## config.mk

```make
export PLATFORM = sky130hd
export DESIGN_NAME = ramp_control
export DESIGN_NICKNAME = d
export VERILOG_FILES = /design/src/rtl/ramp_control_pkg.sv /design/src/rtl/ramp_prescaler.sv /design/src/rtl/ramp_control.sv
export SDC_FILE = /design/constraint.sdc
export NUM_CORES = 1
export LEC_CHECK = 0
export ABC_AREA = 1
export CORE_ASPECT_RATIO = 1.1
export CORE_MARGIN = 10
export CORE_UTILIZATION = 45
export CTS_BUF_LIST = sky130_fd_sc_hd__clkbuf_2
export CTS_CLUSTER_DIAMETER = 60
export CTS_CLUSTER_SIZE = 8
export DETAILED_ROUTE_END_ITERATION = 7
export PLACE_DENSITY = 0.68
export SYNTH_ARGS = -nofsm -noshare
export SYNTH_HDL_FRONTEND = slang
export SYNTH_SLANG_ARGS = --single-unit
export TNS_END_PERCENT = 20
```

## constraint.sdc

```tcl
create_clock -name clk -period 4.58 [get_ports clk]
set_input_delay 1.374 -clock clk [delete_from_list [all_inputs] [get_ports clk]]
set_output_delay 1.374 -clock clk [all_outputs]
set_load 0.05 [all_outputs]
```

## src/rtl/ramp_control_pkg.sv

```systemverilog
// ramp_control_pkg: shared state enum, ramp mode encodings and reset constants for ramp_control
package ramp_control_pkg;
  typedef enum logic [1:0] {
    IDLE = 2'd0,
    RUN  = 2'd1,
    HOLD = 2'd2
  } state_t;
  localparam logic [1:0] MODE_ONESHOT = 2'b00;
  localparam logic [1:0] MODE_REPEAT  = 2'b01;
  localparam logic [1:0] MODE_BOUNCE  = 2'b10;
  localparam state_t     RST_STATE    = IDLE;
  localparam logic [1:0] RST_MD       = MODE_ONESHOT;
  localparam int         RST_STP      = 1;
endpackage

```

## src/rtl/ramp_prescaler.sv

```systemverilog
// ramp_prescaler: divides clk into a one-cycle tick every PRESCALE cycles
//   clk, rst : clock, synchronous active-high reset
//   clr      : restart the tick phase (counter back to 0)
//   hold     : freeze the counter and suppress tick
//   tick     : high in the last cycle of each PRESCALE-cycle period
module ramp_prescaler
  import ramp_control_pkg::*;
#(
  parameter int PRESCALE = 16
) (
  input  logic clk,
  input  logic rst,
  input  logic clr,
  input  logic hold,
  output logic tick
);
  localparam int CW = PRESCALE > 1 ? $clog2(PRESCALE) : 1;
  localparam logic [CW-1:0] LAST = CW'(PRESCALE - 1);
  logic [CW-1:0] cnt_q, cnt_d;
  always_comb cnt_d = clr ? '0 : hold ? cnt_q : cnt_q == LAST ? '0 : cnt_q + 1'b1;
  always_ff @(posedge clk) begin
    if (rst) cnt_q <= '0;
    else cnt_q <= cnt_d;
  end
  assign tick = (cnt_q == LAST) && !hold;
endmodule

```

## src/rtl/ramp_control.sv

```systemverilog
// ramp_control: programmable up / repeat / bounce ramp generator with registered outputs
//   clk, rst : clock, synchronous active-high reset
//   ini      : load ent/step/mode and restart the ramp (wins over pause and counting)
//   ent      : target value; step : increment per tick (0 acts as 1); mode : ramp mode
//   pause    : freezes sal and the tick counter
//   sal      : current ramp value; busy : in RUN; done : one-cycle pulse on reaching target
//              (or on returning to 0 in bounce mode)
//   Build option: define RAMP_CONTROL_PRESCALE_EN to tick once every PRESCALE cycles
//   instead of every cycle.
module ramp_control
  import ramp_control_pkg::*;
#(
  parameter int WIDTH    = 8,
  parameter int STEP_W   = 4,
  parameter int PRESCALE = 16
) (
  input  logic              clk,
  input  logic              rst,
  input  logic              ini,
  input  logic [WIDTH-1:0]  ent,
  input  logic [STEP_W-1:0] step,
  input  logic [1:0]        mode,
  input  logic              pause,
  output logic [WIDTH-1:0]  sal,
  output logic              busy,
  output logic              done
);
  state_t state_q, state_d;
  logic [WIDTH-1:0] sal_q, sal_d, tgt_q, tgt_d;
  logic [STEP_W-1:0] stp_q, stp_d;
  logic [1:0] md_q, md_d;
  logic dir_q, dir_d, done_q, done_d, tick;
  logic [WIDTH:0] up_sum;
  logic [WIDTH-1:0] stp_w, up_val, dn_val;
  logic at_top, going_dn;
  if (PRESCALE < 1) begin : g_bad_prescale
    $error("PRESCALE must be at least 1");
  end
`ifdef RAMP_CONTROL_PRESCALE_EN
  ramp_prescaler #(.PRESCALE(PRESCALE)) u_prescaler (
    .clk (clk),
    .rst (rst),
    .clr (ini),
    .hold(pause),
    .tick(tick)
  );
`else
  assign tick = 1'b1;
`endif
  assign stp_w  = WIDTH'(stp_q);
  // One extra bit so sal+stp cannot wrap before being clamped to the target
  assign up_sum = {1'b0, sal_q} + {1'b0, stp_w};
  assign up_val = up_sum >= {1'b0, tgt_q} ? tgt_q : up_sum[WIDTH-1:0];
  assign dn_val = sal_q > stp_w ? sal_q - stp_w : '0;
  assign at_top = sal_q == tgt_q;
  // Bounce turns down when it sits on the target and back up once it sits on 0
  assign going_dn = dir_q ? sal_q != '0 : at_top;
  always_comb begin
    state_d = state_q;
    sal_d   = sal_q;
    tgt_d   = tgt_q;
    stp_d   = stp_q;
    md_d    = md_q;
    dir_d   = dir_q;
    done_d  = 1'b0;
    if (ini) begin
      tgt_d   = ent;
      stp_d   = step == '0 ? STEP_W'(1) : step;
      md_d    = mode;
      sal_d   = '0;
      dir_d   = 1'b0;
      state_d = ent == '0 ? HOLD : RUN;
      done_d  = ent == '0;
    end else if (state_q == RUN && tick && !pause) begin
      if (md_q == MODE_BOUNCE) begin
        sal_d  = going_dn ? dn_val : up_val;
        dir_d  = going_dn;
        done_d = going_dn ? dn_val == '0 : up_val == tgt_q;
      end else if (at_top) begin
        sal_d   = md_q == MODE_REPEAT ? '0 : sal_q;
        state_d = md_q == MODE_REPEAT ? RUN : HOLD;
      end else begin
        sal_d  = up_val;
        done_d = up_val == tgt_q;
      end
    end
  end
  always_ff @(posedge clk) begin
    if (rst) begin
      state_q <= RST_STATE;
      sal_q   <= '0;
      tgt_q   <= '0;
      stp_q   <= STEP_W'(RST_STP);
      md_q    <= RST_MD;
      dir_q   <= 1'b0;
      done_q  <= 1'b0;
    end else begin
      state_q <= state_d;
      sal_q   <= sal_d;
      tgt_q   <= tgt_d;
      stp_q   <= stp_d;
      md_q    <= md_d;
      dir_q   <= dir_d;
      done_q  <= done_d;
    end
  end
  assign sal  = sal_q;
  assign busy = state_q == RUN;
  assign done = done_q;
endmodule

```

==> results.cfg, run 1 <==
[cts]
cts_tree = yes
path_clk_slew_ns = 0.31
post-cts-setup-buffers = 0
cts_buffers = 3
cts_hold_buf = 0
htreeDepth = 1
cts_root_buffer = clkbuf_2
insertion_delay_ns = 0.41
cts_resized = 0
cts_buffer_depth = 2
clock_sinks = 26

[place]
dpl_cell_area_um2 = 2600
dp.cells = 455
io_buffers = 27
dp_hpwl_mm = 5.53
routabilityCongestion = 0.957

[power]
ir_drop_v = 0.000141
p_sw_uw = 237
p_clk_frac = 0.177
seqPwrFrac = 0.437
leakage_nw = 1.25
total_power_uw = 574
p_per_area_nw_per_um2 = 219
pwr-share-comb = 0.386
internal_power_uw = 337
swShare = 0.413

[floorplan]
die_height_um = 95.6
start_util = 0.465
die_w_um = 88.8
io-pin-count = 28
row_count = 27
die_area_um2 = 8490
core_area_um2 = 5030

[synth]
yosysTopAreaCell = dfxtp_1
syn_nets = 418
synth.avg_cell_area_um2 = 6.12
yosysSeqAreaShare = 0.222
ys_types = 33
synth.area.top_cells = dfxtp_1, nand2_1, ha_1
synth.ff_latch_count = 26
synth_cells = 382
syn_area_um2 = 2340
ys_warn_count = 0
synth_top_area_share = 0.222

[critical_path]
cp.arrival_ns = 3.98
end_kind = flop
cp.required_ns = 4.92
worstPathMaxFanout = 17
start_kind = flop
worstSetupPathType = reg2reg

[sta]
finClkSkew_ns = 0.0351
setup_viol = 0
fin_crit_ns = 3.64
finalMaxSlewViolations = 0
fin_crit_sh = 0.794
hold_violations = 0
setup_tns_ns = 0
rsz0062_at_grt = no
fmax_mhz = 275
max_slew_margin = 0.545
hold_ws_ns = 0.487
tightest_slew_ns = 0.681

[global_route]
grt_usage = 0.162
grt_pass1_vias = 2243
antenna_found_initial = 0
grt_pass1_wl_mm = 11.1
grt_max_degree = 26
grt_overflow = 0

[detailed_routing]
first_pass_iters = 8
routedWlPerCell_um = 15.0
drt_iter0_drc = 283
wl_mm = 6.87
viasPerCell = 5.56
ant_nets = 0
drcViolationCount = 2
route.vias.total = 2551

[job]
maxCapViolations = 0

[cells_and_area]
areaGrowthSynthToFinish_pct = 12.0
layout_commonest_cell = nand2_1
drive_gt1_frac = 0.0349
antennaDiodeCount = 0
layout_common_cells = nand2_1, inv_1, a21oi_1, o21ai_0
stdcell_area_um2 = 2620
finalNonFillerCells = 459
nets = 438

[outcome]
outcome = finished, violations left
violations = DRC

[min_path]
hold_path_class = reg2reg
[synth_stat cells]
| cell type | number |
|---|---|
| a21o_1 | 1 |
| a21oi_1 | 32 |
| a21oi_2 | 1 |
| a21oi_4 | 1 |
| and3_1 | 1 |
| buf_2 | 2 |
| buf_4 | 5 |
| buf_6 | 2 |
| clkbuf_1 | 3 |
| dfxtp_1 | 26 |
| fa_1 | 2 |
| ha_1 | 16 |
| inv_1 | 53 |
| inv_2 | 3 |
| nand2_1 | 106 |
| nand2_2 | 2 |
| nand3_1 | 19 |
| nand3b_1 | 1 |
| nand4_1 | 19 |
| nor2_1 | 27 |
| nor2_2 | 1 |
| nor3_1 | 4 |
| nor3_2 | 1 |
| nor4_1 | 3 |
| o2111ai_1 | 1 |
| o211ai_1 | 2 |
| o21ai_0 | 32 |
| o21ai_1 | 5 |
| o21ai_2 | 2 |
| o22ai_1 | 2 |
| o311ai_0 | 1 |
| xnor2_1 | 3 |
| xor2_1 | 3 |
[cell families after synthesis]
kind of cell,count (synthesis),share of synthesized area
AOI/OAI and AO/OA,80,0.188
adders and majority gates,18,0.103
DFF,26,0.222
xor gates and xnor gates,6,0.0225
buffers and inverters,68,0.125
and+or+nand+nor,184,0.340
[area by class of cell]
type                            count  area (um^2)
Fill cell                         514         2410
Sequential cell                    26          520
Clock inverter                      1         3.75
Inverter                           56          210
Timing Repair Buffer               27          270
Tap cell                           58         72.6
Multi-Input combinational cell    288         1530
Clock buffer                        3         15.0
[stage by stage]
step            util  setup slack [ns]
6_report       0.521             0.943
5_1_grt        0.521             0.586
4_1_cts        0.521             0.997
3_5_place_dp   0.517              1.04
3_3_place_gp   0.517              1.09
2_1_floorplan      -              1.35
[worst paths after layout]
path | from | to | slack, ns | cells after the start
min reg2reg | state_q[0] | state_q[0] | 0.49 | 2
max reg2reg | sal[0] | sal[3] | 0.94 | 17
max | sal[0] | sal[3] | 0.94 | 17
min | state_q[0] | state_q[0] | 0.49 | 2
[power groups by stage]
stage	logic [mW]	clock network, mW	registers, mW
6_report	0.222	0.102	0.251
5_1_grt	0.251	0.105	0.252
4_1_cts	0.218	0.0983	0.251
3_5_place_dp	0.217	0	0.255
3_3_place_gp	0.215	0	0.255
2_1_floorplan	0.160	0	0.255
[sequential cells by signal (all words and copies together), names as in the netlist]
register,cells
state_q,2
done,1
tgt_q,8
md_q,2
sal,8
stp_q,4
dir_q,1
[worst max-delay path, cell delays in order, from the launching register on]
cell and delay [ns]:
dfxtp_1 0.45, ha_1 0.26, fa_1 0.42, nand3_1 0.16, nand2_2 0.12, xor2_1 0.30
ha_1 0.31, nand2_1 0.08, inv_1 0.04, nand2_1 0.05, nand3_1 0.07, nand2_1 0.06
nand2_1 0.04, nand2_1 0.39, nand2_2 0.24, o21ai_0 0.30, o2111ai_1 0.14, a21oi_1 0.14
[metal layers]
| metal | wire length (um) | GRT usage | vias up |
|---|---|---|---|
| met5 | 0 | 0 | - |
| li1 | - | - | 1303 |
| met3 | 415 | 0.0256 | 12 |
| met4 | 141 | 0.0620 | 0 |
| met2 | 3270 | 0.268 | 100 |
| met1 | 3040 | 0.206 | 1136 |
Power figures use the tool's default switching activity.
==> run 2: changes to the inputs <==
--- a/config.mk
+++ b/config.mk
@@ -13,7 +13,7 @@
 export CTS_CLUSTER_DIAMETER = 60
 export CTS_CLUSTER_SIZE = 8
 export DETAILED_ROUTE_END_ITERATION = 7
-export PLACE_DENSITY = 0.68
+export PLACE_DENSITY = 0.7
 export SYNTH_ARGS = -nofsm -noshare
 export SYNTH_HDL_FRONTEND = slang
 export SYNTH_SLANG_ARGS = --single-unit
==> constraint.sdc (replaced) <==
create_clock -name clk -period 3.3 [get_ports clk]
set_input_delay 0.99 -clock clk [delete_from_list [all_inputs] [get_ports clk]]
set_output_delay 0.99 -clock clk [all_outputs]
set_load 0.05 [all_outputs]
==> results.cfg, run 2 (synthesis gave the netlist of run 1 again) <==
[cts]
cts_buffer_depth = 2
htreeDepth = 1
cts_root_buffer = clkbuf_2
path_clk_slew_ns = 0.29
insertion_delay_ns = 0.40
cts_tree = yes
clock_sinks = 26
cts_hold_buf = 0
cts_buffers = 3

[job]
maxCapViolations = 0

[sta]
fmax_mhz = 322
setup_tns_ns = 0
fin_crit_ns = 3.11
tightest_slew_ns = 0.521
setup_viol = 0
hold_violations = 0
hold_ws_ns = 0.485
fin_crit_sh = 0.941
finalMaxSlewViolations = 0
finClkSkew_ns = 0.0165
max_slew_margin = 0.652
worst_slack_ns = 0.194

[global_route]
grt_overflow = 0
grt_pass1_wl_mm = 10.9
antenna_found_initial = 0
grt_usage = 0.159
grt_pass1_vias = 2333
grt_max_degree = 18

[floorplan]
die_area_um2 = 8490
start_util = 0.465
row_count = 27
io-pin-count = 28
die_height_um = 95.6
core_area_um2 = 5030
die_w_um = 88.8

[cells_and_area]
antennaDiodeCount = 0
layout_common_cells = nand2_1, inv_1, a21oi_1, o21ai_0, clkdlybuf4s50_1
finalNonFillerCells = 471
nets = 450
multi_input_area_um2 = 1570
layout_commonest_cell = nand2_1
stdcell_area_um2 = 2790
drive_gt1_frac = 0.0944
regArea_um2 = 527
fill_cells = 488
areaGrowthSynthToFinish_pct = 19.2
fin_util = 0.554

[power]
p_sw_uw = 331
pwr-share-comb = 0.370
total_power_uw = 891
ir_drop_v = 0.000182
p_per_area_nw_per_um2 = 320
swShare = 0.372
p_clk_frac = 0.242
internal_power_uw = 560
leakage_nw = 1.32
seqPwrFrac = 0.388

[critical_path]
critPathSlowestCell = dfxtp_2
worstPathMaxFanout = 8
path_buf_inv = 4
crit_top_cell = nand2_1
path_delay_family = simple AND/OR/NAND/NOR gates
cp.required_ns = 3.64
end_kind = flop
worstSetupPathType = reg2reg
cp.arrival_ns = 3.45
start_kind = flop
slowest_delay_ns = 0.42

[place]
io_buffers = 27
dpl_cell_area_um2 = 2680
dp.cells = 465
dp_hpwl_mm = 5.54
dp_slack_ns = 0.153
routabilityCongestion = 0.934

[detailed_routing]
wl_mm = 6.77
ant_nets = 0
drt_iter0_drc = 180
routedWlPerCell_um = 14.4
first_pass_iters = 4
viasPerCell = 5.39
drcViolationCount = 0
route.vias.total = 2538

[outcome]
outcome = completed

[min_path]
hold_path_class = reg2reg
run 2: per-layer routing:
layer	up-vias	track usage	wire, um	share of wire
li1	1317	-	-	-
met1	1136	0.191	2970	0.44
met2	69	0.272	3190	0.47
met3	16	0.0307	388	0.057
met4	0	0.0593	217	0.032
met5	-	0	0	0
run 2: timing repair:
item | 4_1_cts | 5_1_grt
setup buffers | 0 | 1
endpoints found under the setup margin | 0 | 4
gates resized for setup | 0 | 15
run 2: final timing paths:
path | cells past startpoint | startpoint | endpoint | slack (ns)
min reg2reg | 2 | state_q[0] | state_q[0] | 0.49
max reg2reg | 25 | stp_q[1] | done | 0.19
min | 2 | state_q[0] | state_q[0] | 0.49
max | 25 | stp_q[1] | done | 0.19
run 2: power by group through the flow:
| stage | Clock, mW | Sequential [mW] | Combinational, mW |
|---|---|---|---|
| floorplan | 0 | 0.354 | 0.222 |
| global placement | 0 | 0.350 | 0.311 |
| detailed placement | 0 | 0.351 | 0.314 |
| CTS | 0.218 | 0.345 | 0.316 |
| global route | 0.224 | 0.348 | 0.371 |
| finish | 0.216 | 0.346 | 0.330 |
run 2: cell type report:
cell class                 count  area share
tap                           58      0.0260
clock buffer                   3     0.00538
timing repair buffer          39       0.130
clock inverter                 1      0.0108
sequential                    26       0.189
inverter                      56      0.0754
multi-input combinational    288       0.564
run 2: worst min-delay path: stages, from the launching register on:
cell,delay [ns]
dfxtp_1,0.38
nand2_1,0.06
a21oi_1,0.05
==> run 3: changes to the inputs <==
--- a/config.mk
+++ b/config.mk
@@ -8,13 +8,12 @@
 export ABC_AREA = 1
 export CORE_ASPECT_RATIO = 1.1
 export CORE_MARGIN = 10
-export CORE_UTILIZATION = 45
+export CORE_UTILIZATION = 50
 export CTS_BUF_LIST = sky130_fd_sc_hd__clkbuf_2
 export CTS_CLUSTER_DIAMETER = 60
 export CTS_CLUSTER_SIZE = 8
 export DETAILED_ROUTE_END_ITERATION = 7
-export PLACE_DENSITY = 0.7
+export PLACE_DENSITY = 0.76
 export SYNTH_ARGS = -nofsm -noshare
 export SYNTH_HDL_FRONTEND = slang
 export SYNTH_SLANG_ARGS = --single-unit
-export TNS_END_PERCENT = 20
==> results.cfg, run 3 (synthesis gave the netlist of run 1 again) <==
[cells_and_area]
layout_common_cells = nand2_1, inv_1, a21oi_1, o21ai_0
multi_input_area_um2 = 1580
fill_cells = 449
nets = 447
areaGrowthSynthToFinish_pct = 18.4
layout_commonest_cell = nand2_1
antennaDiodeCount = 0
regArea_um2 = 526
drive_gt1_frac = 0.0854

[critical_path]
cp.arrival_ns = 3.37
worstSetupPathType = reg2reg
start_kind = flop
worstPathMaxFanout = 8
end_kind = flop
cp.required_ns = 3.65

[floorplan]
core_area_um2 = 4590
row_count = 26
die_area_um2 = 7820
die_height_um = 91.7
die_w_um = 85.2
start_util = 0.510
io-pin-count = 28

[global_route]
grt_overflow = 0
antenna_found_initial = 0
grt_usage = 0.157
grt_max_degree = 26
grt_pass1_wl_mm = 10.5
grt_pass1_vias = 2372

[sta]
hold_violations = 0
setup_viol = 0
fmax_mhz = 331
fin_crit_sh = 0.915
tightest_slew_ns = 0.623
fin_crit_ns = 3.02
finalMaxSlewViolations = 0
max_slew_margin = 0.584
finClkSkew_ns = 0.00584
setup_tns_ns = 0
rsz0062_at_grt = no

[cts]
cts_tree = yes
cts_hold_buf = 0
cts_buffers = 3
htreeDepth = 1
cts_buffer_depth = 2
insertion_delay_ns = 0.39
cts_root_buffer = clkbuf_2
clock_sinks = 26
path_clk_slew_ns = 0.26

[detailed_routing]
drt_iter0_drc = 201
viasPerCell = 5.48
routedWlPerCell_um = 13.6
route.vias.total = 2555
wl_mm = 6.35
drcViolationCount = 0
first_pass_iters = 5
ant_nets = 0

[power]
leakage_nw = 1.30
ir_drop_v = 0.000212
p_per_area_nw_per_um2 = 317
total_power_uw = 879

[min_path]
hold_path_class = reg2reg

[job]
maxCapViolations = 0

[place]
io_buffers = 27
dp_hpwl_mm = 5.14
routabilityCongestion = 0.966

[outcome]
outcome = completed
-- run 3: through the flow --
stage	instance area, um^2	worst slack, ns	hold WS (ns)	utilization	cells
after detailed placement	2650	0.0919	0.474	0.578	460
after global placement	2650	0.107	0.458	0.578	460
after CTS	2700	0.0282	0.502	0.588	464
after floorplan	2340	0.0704	0.437	-	382
final	2770	0.281	0.494	0.604	466
after global routing	2770	0.00687	0.526	0.604	466
-- run 3: cell type report --
type,count,share of cell area
Clock buffer,3,0.00542
Tap cell,56,0.0253
Inverter,56,0.0759
Timing Repair Buffer,36,0.122
Clock inverter,1,0.0108
Sequential cell,26,0.190
Multi-Input combinational cell,288,0.570
-- run 3: path summary, 6_finish.rpt --
check | depth (start not counted) | slack [ns] | from | to
worst max-delay path | 23 | 0.28 | stp_q[0] | done
worst min-delay path | 2 | 0.49 | state_q[0] | state_q[0]
worst max register to register | 23 | 0.28 | stp_q[0] | done
worst min register to register | 2 | 0.49 | state_q[0] | state_q[0]
-- run 3: power breakdown --
group / switching [mW] / total [mW] / internal (mW)
Combinational: 0.200 / 0.322 / 0.122
Sequential: 0.0146 / 0.346 / 0.331
Clock: 0.107 / 0.211 / 0.104
-- run 3: worst max-delay path, stage by stage, from the launching register on --
cell,delay (ns)
dfxtp_1,0.39
ha_2,0.20
fa_2,0.40
nand3_4,0.12
nand2_4,0.08
xor2_2,0.19
ha_1,0.33
nand2_1,0.06
nor2_1,0.10
nand2_1,0.06
nand3_1,0.06
nand2_1,0.05
nand2_1,0.07
nand2_2,0.07
buf_2,0.18
nand4_1,0.08
nand2_1,0.06
nor2_1,0.08
nand2_1,0.06
inv_1,0.05
nand2_1,0.04
nand2_1,0.05
nand2_1,0.06
a21oi_1,0.13
-- run 3: what timing repair did --
| action | CTS | global route |
|---|---|---|
| endpoints found under the setup margin | 0 | 8 |
| resized for setup | 0 | 15 |
| setup buffers | 0 | 1 |
-- run 3: layer usage --
metal,track usage,share of wire
met5,0,0
met3,0.0212,0.053
met1,0.186,0.45
met2,0.274,0.47
met4,0.0673,0.025
==> edit, RTL diff (flow settings as in run 1) <==
Register the output `sal` once more, with the module's reset; this adds one clock of latency there. The other outputs are not delayed to match. Comments in the files are not updated.
--- a/src/rtl/ramp_control.sv
+++ b/src/rtl/ramp_control.sv
@@ -104,7 +104,13 @@
       done_q  <= done_d;
     end
   end
-  assign sal  = sal_q;
+  always_ff @(posedge clk) begin
+    if (rst) begin
+      sal <= '0;
+    end else begin
+      sal <= sal_q;
+    end
+  end
   assign busy = state_q == RUN;
   assign done = done_q;
 endmodule
Behaviour: not the same (a bounded check fails within 4 cycles, from zero or initial values and one cycle with rst high).
==> edit against run 1 <==
  * Synthesized area grew 14%
  * Design area is 13% higher
  * Routed wire length up 1.9%
  * Sequential cell count up 8
  * Total power up 24%
  * Sequential share of layout area grew 3.2 points
  * Worst setup slack gained 210 ps
  * Critical path type unchanged
==> edit: results (changes against run 1) <==
CTS root buffer: clkbuf_2 (unchanged)
Switching share of power: 39.6% (was 41.3%)
Wire length on met2: 3320 um (was 3270 um)
Number of global-route vias before repair: 2460 (was 2243)
Worst Path Max Fanout: 16 (was 17)
First-pass GRT wire length: 11700 um (was 11100 um)
Vias: 2546 (was 2551)
Top Layer Used: met4 (unchanged)
Xor/xnor share of the synthesized area: 3.20% (was 2.25%)
Slowest cell on crit path: ha_1 (was dfxtp_1)
DRT Pass-1 Iters: 5 (was 8)
Clk buf depth: 2 (unchanged)
Nets@finish: 439 (was 438)
Seq. pwr: 324 uW (was 251 uW)
Met2 usage: 25.7% (was 26.8%)
Hpwl dp: 5670 um (was 5530 um)
Fill cells: 576 (was 514)
Final WL: 7000 um (was 6870 um)
Status: complete, no violations (was finished with violations)
Post-synthesis mux area share: 0% (unchanged)
Largest net degree at the start of global routing: 27 (was 26)
Met3 wire len: 354 um (was 415 um)
Slew @ Worst Pin: 672 ps (was 681 ps)
Reg-to-reg setup timing slack: 1150 ps (was 940 ps)
Compound-cell area share of the yosys netlist: 18.3% (was 18.8%)
WP data arrival: 3760 ps (was 3980 ps)
R2R Path End: sal_q[4] (was sal[3])
CTS buffer count: 5 (was 3)
Worst-Skew Late Latency: 390 ps (was 410 ps)
Worst r2r path cells: 20 (was 17)
Cell variety after synth: 45 (was 33)
Peak supply drop: 0.146 mV (was 0.141 mV)
Cts repair resizes: 0 (unchanged)
Worst Setup SP: sal_q[3] (was sal[0])
Top Family by Delay on Critical Path: simple AND/OR/NAND/NOR gates (unchanged)
All-layer global routing usage: 15.3% (was 16.2%)
H-tree Lvls: 2 (was 1)
Wl on met1: 3080 um (was 3040 um)
Met3 usage: 3.28% (was 2.56%)
Layout cells sized above 1: 14.1% (was 3.49%)
Hold Crit Depth: 2 (unchanged)
Clock power frac: 20.8% (was 17.7%)
Worst-path clk slew: 190 ps (was 310 ps)
Leak pwr: 1.31 nW (was 1.25 nW)
Sequential cell area fraction in the yosys report: 25.6% (was 22.2%)
Synth top cells by count: 85 x nand2_1, 38 x inv_1, 34 x dfxtp_1, 33 x nor2_1, 29 x a21oi_1 (was 106 x nand2_1, 53 x inv_1, 32 x a21oi_1, 32 x o21ai_0, 27 x nor2_1)
GPL Wtd Cong: 0.932 (was 0.957)
Hold slack: 489 ps (was 487 ps)
Worst Skew: 27.5 ps (was 35.1 ps)
Total grt overflow: 0 (unchanged)
Grt met1 use: 18.0% (was 20.6%)
Synth Area in Adders: 9.04% (was 10.3%)
Iter 0 DRT Violations: 148 (was 283)
Largest stage delay on the critical path: 590 ps (was 450 ps)
Ranking of synthesized cells by area: dfxtp_1 26%, nand2_1 12%, ha_1 7.5%, a21oi_1 5.5%, inv_1 5.4% (was dfxtp_1 22%, nand2_1 17%, ha_1 8.6%, inv_1 8.5%, a21oi_1 6.8%)
## edit: cell count changes in the layout (fill, tap and decap cells not counted), moves of 8 or more
cell / delta
dfxtp_1: +8
inv_1: -15
nand2_1: -21
nand3_1: -9
o21ai_0: -15
## edit: layout make-up
type	count	share of cell area, %
Clock buffer	5	0.846
Timing Repair Buffer	28	9.39
Inverter	52	6.98
Multi-Input combinational cell	282	55.9
Sequential cell	34	23.0
Clock inverter	3	0.550
Tap cell	77	3.26
## edit: through the flow
step / worst slack (ps) / util [%] / power (mW) / instance area [sq um] / cells
2_1_floorplan: 1760 / - / 0.511 / 2660 / 382
3_5_place_dp: 1270 / 50.5 / 0.566 / 2920 / 473
6_report: 1150 / 51.2 / 0.711 / 2960 / 481
4_1_cts: 1220 / 51.2 / 0.712 / 2960 / 481
3_3_place_gp: 1330 / 50.5 / 0.563 / 2920 / 473
5_1_grt: 846 / 51.2 / 0.758 / 2960 / 481
